$ cat src/rtl/divider_unit.sv
// -----------------------------------------------------------------------------
// divider_unit
//
// Multi-cycle radix-2 restoring integer divider for a 32-bit core. Handles
// DIVU/REMU (signed_op=0) and DIV/REM (signed_op=1) semantics, including the
// divide-by-zero and most-negative / -1 overflow results.
//
// Latency: if start is sampled at edge k, done is high in the cycle after
// edge k+33. That is one setup edge, 32 CALC steps and one FIX step.
//
// Ports
//   clk        in   sole clock, rising edge
//   rst_n      in   asynchronous active-low reset
//   start      in   request a divide; ignored while busy
//   signed_op  in   1 = signed divide, 0 = unsigned; sampled with start
//   numer      in   dividend, sampled with start
//   denom      in   divisor, sampled with start
//   quotient   out  registered quotient; holds until the next result
//   remain     out  registered remainder; holds until the next result
//   busy       out  high in CALC and FIX
//   done       out  one-cycle pulse; quotient/remain are valid in that cycle
//
// Build option
//   DIV_EARLY_OUT_EN  When defined, divide-by-zero and signed overflow finish
//                     at the start edge. The FSM goes straight to DONE and busy
//                     stays low. When undefined, these cases take the full
//                     latency and FIX forces their results.
//
// state | meaning
// ------+----------------------------------------------------------
// IDLE  | waiting for start
// CALC  | one restoring step per cycle, 32 cycles
// FIX   | sign correction / special-case override, result written
// DONE  | done pulse; start here launches the next op directly
// -----------------------------------------------------------------------------
module divider_unit #(
  parameter int XLEN = 32
) (
  input  logic            clk,
  input  logic            rst_n,
  input  logic            start,
  input  logic            signed_op,
  input  logic [XLEN-1:0] numer,
  input  logic [XLEN-1:0] denom,
  output logic [XLEN-1:0] quotient,
  output logic [XLEN-1:0] remain,
  output logic            busy,
  output logic            done
);

  typedef enum logic [1:0] {S_IDLE, S_CALC, S_FIX, S_DONE} state_t;

  localparam logic [5:0]      LAST_ITER = 6'(XLEN - 1);
  localparam logic [XLEN-1:0] MIN_NEG   = {1'b1, {(XLEN-1){1'b0}}};
  localparam logic [XLEN-1:0] ALL_ONES  = '1;
  localparam logic [XLEN-1:0] ONE       = XLEN'(1);

  state_t          state_q;
  logic [5:0]      cnt_q;
  logic [XLEN-1:0] rem_q;
  logic [XLEN-1:0] quo_q;
  logic [XLEN-1:0] div_q;
  logic [XLEN-1:0] numer_q;
  logic            neg_n_q;
  logic            neg_d_q;
  logic            sop_q;
  logic [XLEN-1:0] quot_out_q;
  logic [XLEN-1:0] rem_out_q;
  logic            busy_q;
  logic            done_q;

  // Operand conditioning. The two's-complement negate of MIN_NEG wraps back
  // to MIN_NEG. Read as unsigned, that is the correct magnitude.
  logic            numer_neg;
  logic            denom_neg;
  logic [XLEN-1:0] numer_abs;
  logic [XLEN-1:0] denom_abs;

  always_comb begin
    numer_neg = signed_op & numer[XLEN-1];
    denom_neg = signed_op & denom[XLEN-1];
    numer_abs = numer_neg ? (~numer + ONE) : numer;
    denom_abs = denom_neg ? (~denom + ONE) : denom;
  end

  // One restoring step. The partial remainder is shifted left with the next
  // dividend bit, which can make it XLEN+1 bits wide. It is compared against
  // the divisor at full width. A kept difference is always below the divisor,
  // so it fits back into XLEN bits.
  logic [XLEN:0]   shifted;
  logic            take;
  logic [XLEN-1:0] rem_d;
  logic [XLEN-1:0] quo_d;

  always_comb begin
    shifted = {rem_q, quo_q[XLEN-1]};
    take    = (shifted >= {1'b0, div_q});
    rem_d   = take ? XLEN'(shifted - {1'b0, div_q}) : shifted[XLEN-1:0];
    quo_d   = {quo_q[XLEN-2:0], take};
  end

  // Final correction. Special cases override the sign-corrected values.
  // div_q==0 is exactly denom==0. A divisor magnitude of 1 with the divisor
  // sign set is exactly denom==-1 in signed mode.
  logic [XLEN-1:0] quot_fix_d;
  logic [XLEN-1:0] rem_fix_d;

  always_comb begin
    quot_fix_d = (neg_n_q ^ neg_d_q) ? (~quo_q + ONE) : quo_q;
    rem_fix_d  = neg_n_q ? (~rem_q + ONE) : rem_q;
    if (div_q == '0) begin
      quot_fix_d = ALL_ONES;
      rem_fix_d  = numer_q;
    end else if (sop_q && neg_d_q && (numer_q == MIN_NEG) && (div_q == ONE)) begin
      quot_fix_d = MIN_NEG;
      rem_fix_d  = '0;
    end
  end

  logic            early_out;
  logic [XLEN-1:0] early_quot;
  logic [XLEN-1:0] early_rem;

`ifdef DIV_EARLY_OUT_EN
  always_comb begin
    early_out  = 1'b0;
    early_quot = '0;
    early_rem  = '0;
    if (denom == '0) begin
      early_out  = 1'b1;
      early_quot = ALL_ONES;
      early_rem  = numer;
    end else if (signed_op && (numer == MIN_NEG) && (denom == ALL_ONES)) begin
      early_out  = 1'b1;
      early_quot = MIN_NEG;
      early_rem  = '0;
    end
  end
`else
  assign early_out  = 1'b0;
  assign early_quot = '0;
  assign early_rem  = '0;
`endif

  always_ff @(posedge clk or negedge rst_n) begin
    if (!rst_n) begin
      state_q    <= S_IDLE;
      cnt_q      <= '0;
      rem_q      <= '0;
      quo_q      <= '0;
      div_q      <= '0;
      numer_q    <= '0;
      neg_n_q    <= 1'b0;
      neg_d_q    <= 1'b0;
      sop_q      <= 1'b0;
      quot_out_q <= '0;
      rem_out_q  <= '0;
      busy_q     <= 1'b0;
      done_q     <= 1'b0;
    end else begin
      case (state_q)
        S_IDLE, S_DONE: begin
          state_q <= S_IDLE;
          done_q  <= 1'b0;
          if (start) begin
            rem_q   <= '0;
            quo_q   <= numer_abs;
            div_q   <= denom_abs;
            numer_q <= numer;
            neg_n_q <= numer_neg;
            neg_d_q <= denom_neg;
            sop_q   <= signed_op;
            cnt_q   <= '0;
            if (early_out) begin
              quot_out_q <= early_quot;
              rem_out_q  <= early_rem;
              state_q    <= S_DONE;
              done_q     <= 1'b1;
            end else begin
              state_q <= S_CALC;
              busy_q  <= 1'b1;
            end
          end
        end
        S_CALC: begin
          rem_q <= rem_d;
          quo_q <= quo_d;
          cnt_q <= cnt_q + 6'd1;
          if (cnt_q == LAST_ITER) begin
            state_q <= S_FIX;
          end
        end
        S_FIX: begin
          quot_out_q <= quot_fix_d;
          rem_out_q  <= rem_fix_d;
          busy_q     <= 1'b0;
          done_q     <= 1'b1;
          state_q    <= S_DONE;
        end
        default: begin
          state_q <= S_IDLE;
          busy_q  <= 1'b0;
          done_q  <= 1'b0;
        end
      endcase
    end
  end

  assign quotient = quot_out_q;
  assign remain   = rem_out_q;
  assign busy     = busy_q;
  assign done     = done_q;

endmodule

$ cat config.mk
export PLATFORM = sky130hd
export DESIGN_NAME = divider_unit
export DESIGN_NICKNAME = d
export VERILOG_FILES = /design/src/rtl/divider_unit.sv
export SDC_FILE = /design/constraint.sdc
export NUM_CORES = 1
export LEC_CHECK = 0
export ABC_CLOCK_PERIOD_IN_PS = 3500
export CORE_MARGIN = 4
export CORE_UTILIZATION = 40
export DETAILED_ROUTE_END_ITERATION = 16
export SLEW_MARGIN = 0
export SYNTH_ARGS = -nofsm -noshare
export SYNTH_HDL_FRONTEND = slang
export SYNTH_SLANG_ARGS = --single-unit
$ cat constraint.sdc
create_clock -name clk -period 3.5 [get_ports clk]
set_input_delay 0.7 -clock clk [delete_from_list [all_inputs] [get_ports clk]]
set_output_delay 0.7 -clock clk [all_outputs]
set_load 0.01 [all_outputs]
==> impl_results.md <==
- Grt total ovfl: 0
- Dominant cells by area after synthesis: dfrtp_1 39%, a21oi_1 6.0%, xnor2_1 5.2%
- TNS Setup: 0 ps
- Register area share after synthesis: 38.9%
- Worst setup EP type: flip-flop
- Area grow syn2layout: 21.8%
- Critical Path Fanout Max: 3
- Synth Area in Compound Gates: 20.3%
- 1st-iter DRT viols: 630
- # resized after CTS: 0
- Power density cells: 1130 nW/um^2
- Main combinational cell family by area after synthesis: compound AO/OA/AOI/OAI gates
- Post-Syn Area: 13200 sq um
- Number of flops mapped to enable cells by yosys: 0
- Crit path required time: between 3000 and 4000 ps
- Syn Inst Count: 1533
- CTS Root Buffer Type: clkbuf_16
- Post-synthesis xor/xnor area fraction: 9.83%
- Adder-Cell Fraction of Synth Area: under 10%
- Fillcell total: 3176
- Die area: ~36000 sq um
- Global-route wire length before repair: 62200 um
- Share of layout cells above drive strength 1: 9.54%
- Core area: 32500 sq um
- Routed wire length per instance: 18.5 um
- FP Rows: 66
- Switch Pwr: about 0.0083 W
- Yosys reg bits: 205
- Outcome: complete, no violations
- Antenna Cells: 0
- Slew Viols, Final: 0
- Gpl congestion: 0.947
- Worst reg2reg setup slack: 390 ps
- Clock transition at the registers of the reported paths: 60 ps
- Maxcap violations: 0
- Cell variety after synth: 68
- Vias in the first global route: 11.3k
- Internal: 0.00989 W
- Clock share of power: 14.7%
- Setup Crit Path Kind: flip-flop to flip-flop
- Starting Density: between 40% and 50%
- Max Clock Freq: 0.321 GHz
- Min Tclk post-route: 3110 ps
- Asr flop ratio synth: 100%
- Final-report setup violation count: 0
- Slew headroom: 47.0%
- Largest net degree at the start of global routing: slightly above 80
- Fin. Hold Viols: 0
- Primary FF master, synth: dfrtp_1
- Drt drc: 0
- Flop pwr share: 25.8%
- Port Buf Inserts: 133
- Critical R2R Capture: rem_q[28]
- WP data arrival: 3530 ps
- # nets final: 1768
- Final HPWL DP: ~30000 um
- H-tree levels: 1
- Postcts setup bufs: 0
- Total power: 0.0182 W
- Syn nets: ~1.6k
- Final wirelength: 39200 um
- Die width: 190 um
- Post-cts hold buffer count: 0
- R2r startpoint: quo_q[31]
- Die Height: between 150 and 200 um
- Sw Ratio: between 40% and 50%
- Simple-gate share of the synthesized area: 17.7%
- Final core utilization: 49.4%
- Top-level I/O count: around 130
- Pre-Repair DR Iteration Count: 6
- R2r worst-path depth: 13
- Vias after detailed routing: 11.6k
- Yosys top cell by area: dfrtp_1
- Mux cell area share after synthesis: 4.86%
- GRT Total Usage: 21.3%
- CTS tree: yes
- Mean area per synthesized cell: 8.60 sq um
- Initial antenna violation count: 1
- Comb pwr share: 59.5%
- Routed Antenna Nets: 0
- Num CTS Buffers: 25
- Peak supply drop: about 0.00042 V
- Clock Latency Late Sink: 540 ps
- CTS Sinks: slightly above 200
- Synth top area share: 38.9%
- Yosys warns: 0
- Lkg Pwr: 6.73 nW
- CP startpoint: quo_q[31]
- Worst min path class: input pin to async pin
- Fin Clk Skew: 15.0 ps
- CTS max path bufs: 3
- Via density per instance: 5.47
- Worst slew pin tran: roughly 790 ps
- Startpoint Class: flip-flop
- RSZ-0062 raised after global routing: no
- Crit share post-route: 88.9%
-- cells by family (layout without fill, tap and decap cells) --
group                    after synthesis  count (layout)
flip-flops                           205             205
AO/OA/AOI/OAI                        441             441
XOR/XNOR                             148             148
adder cells (fa/ha/maj)               41              41
AND/OR/NAND/NOR                      488             488
buffers and inverters                150             295
multiplexers                          60              60
-- how the worst max path moves through the flow --
stage / cells after the start / end
final: 13 / rem_q[28]
after global routing: 13 / rem_q[28]
after global placement: 10 / div_q[29]
after CTS: 11 / rem_q[0]
after detailed placement: 10 / div_q[29]
after floorplan: 10 / rem_q[29]
-- layer usage --
metal | wire [um] | GRT usage, % | up-vias | part of all wire [%]
li1 | - | - | 5732 | -
met1 | 17200 | 27.9 | 5492 | 44
met2 | 18700 | 36.5 | 294 | 48
met3 | 1660 | 2.15 | 81 | 4.2
met4 | 1640 | 8.46 | 2 | 4.2
met5 | 11 | 0 | - | 0.028
-- worst max-delay path: stages, from the launching register on --
cell and delay [ps]:
dfrtp_1 390, inv_1 120, ha_1 170, inv_1 50
fa_1 390, a21oi_1 230, o211ai_1 160, a31o_2 280
a311oi_1 290, buf_4 180, nor2_1 60, a41oi_1 250
xnor2_1 90, a221o_1 310
-- placed cells by master (no fill, tap or decap), types with 21 or more instances in the layout --
master           count
nand3_1             21
dfrtp_1            205
mux2i_1             28
ha_1                38
xor2_1              69
nand2_1            146
nor3_1              41
a21oi_1            158
mux2_2              32
o21ai_0            122
o31ai_1             23
inv_1               61
o21ai_1             28
xnor2_1             79
nor2_1             154
nor4_1              25
clkdlybuf4s50_1    132
buf_4               52
clkbuf_16           25
-- sequential cells by signal, indices dropped and copies added, names as in the netlist, 2 cells and up --
name,flops
cnt_q,6
div_q,32
numer_q,32
quo_q,32
quotient,32
rem_q,32
remain,32
state_q,2
-- through the flow --
step	instance area [sq um]	cells	hold WS [ps]	setup WS, ps
floorplan	13200	1533	404	722
global placement	15200	2074	484	157
detailed placement	15200	2074	482	146
CTS	16100	2120	178	411
global route	16100	2120	218	118
finish	16100	2120	180	389
-- power groups by stage --
| stage | registers (W) | logic [W] | clock network, W |
|---|---|---|---|
| 2_1_floorplan | 0.00451 | 0.00736 | 0 |
| 3_3_place_gp | 0.00469 | 0.0107 | 0 |
| 3_5_place_dp | 0.00473 | 0.0108 | 0 |
| 4_1_cts | 0.00469 | 0.0109 | 0.00275 |
| 5_1_grt | 0.00488 | 0.0120 | 0.00283 |
| 6_report | 0.00470 | 0.0108 | 0.00268 |
-- layout make-up --
type | count | area (sq um) | share of cell area [%]
multi-input cells | 1178 | 7500 | 46.7
flip-flops and latches | 205 | 5130 | 31.9
repair buffers | 188 | 1790 | 11.1
clock buffers | 30 | 684 | 4.26
well taps | 442 | 553 | 3.44
inverters | 61 | 229 | 1.43
clock inverters | 16 | 174 | 1.08
-- cells in the mapped netlist (all sizes together) (19+ instances only) --
cell	instances
nor4	28
nand2	147
dfrtp	205
nor3	42
mux2	32
mux2i	28
o31ai	25
inv	61
clkbuf	78
or3	19
xnor2	79
xor2	69
ha	40
o21ai	151
a21oi	160
nor2	154
nand3	21
Note: power is estimated with default switching activity, not from simulation.
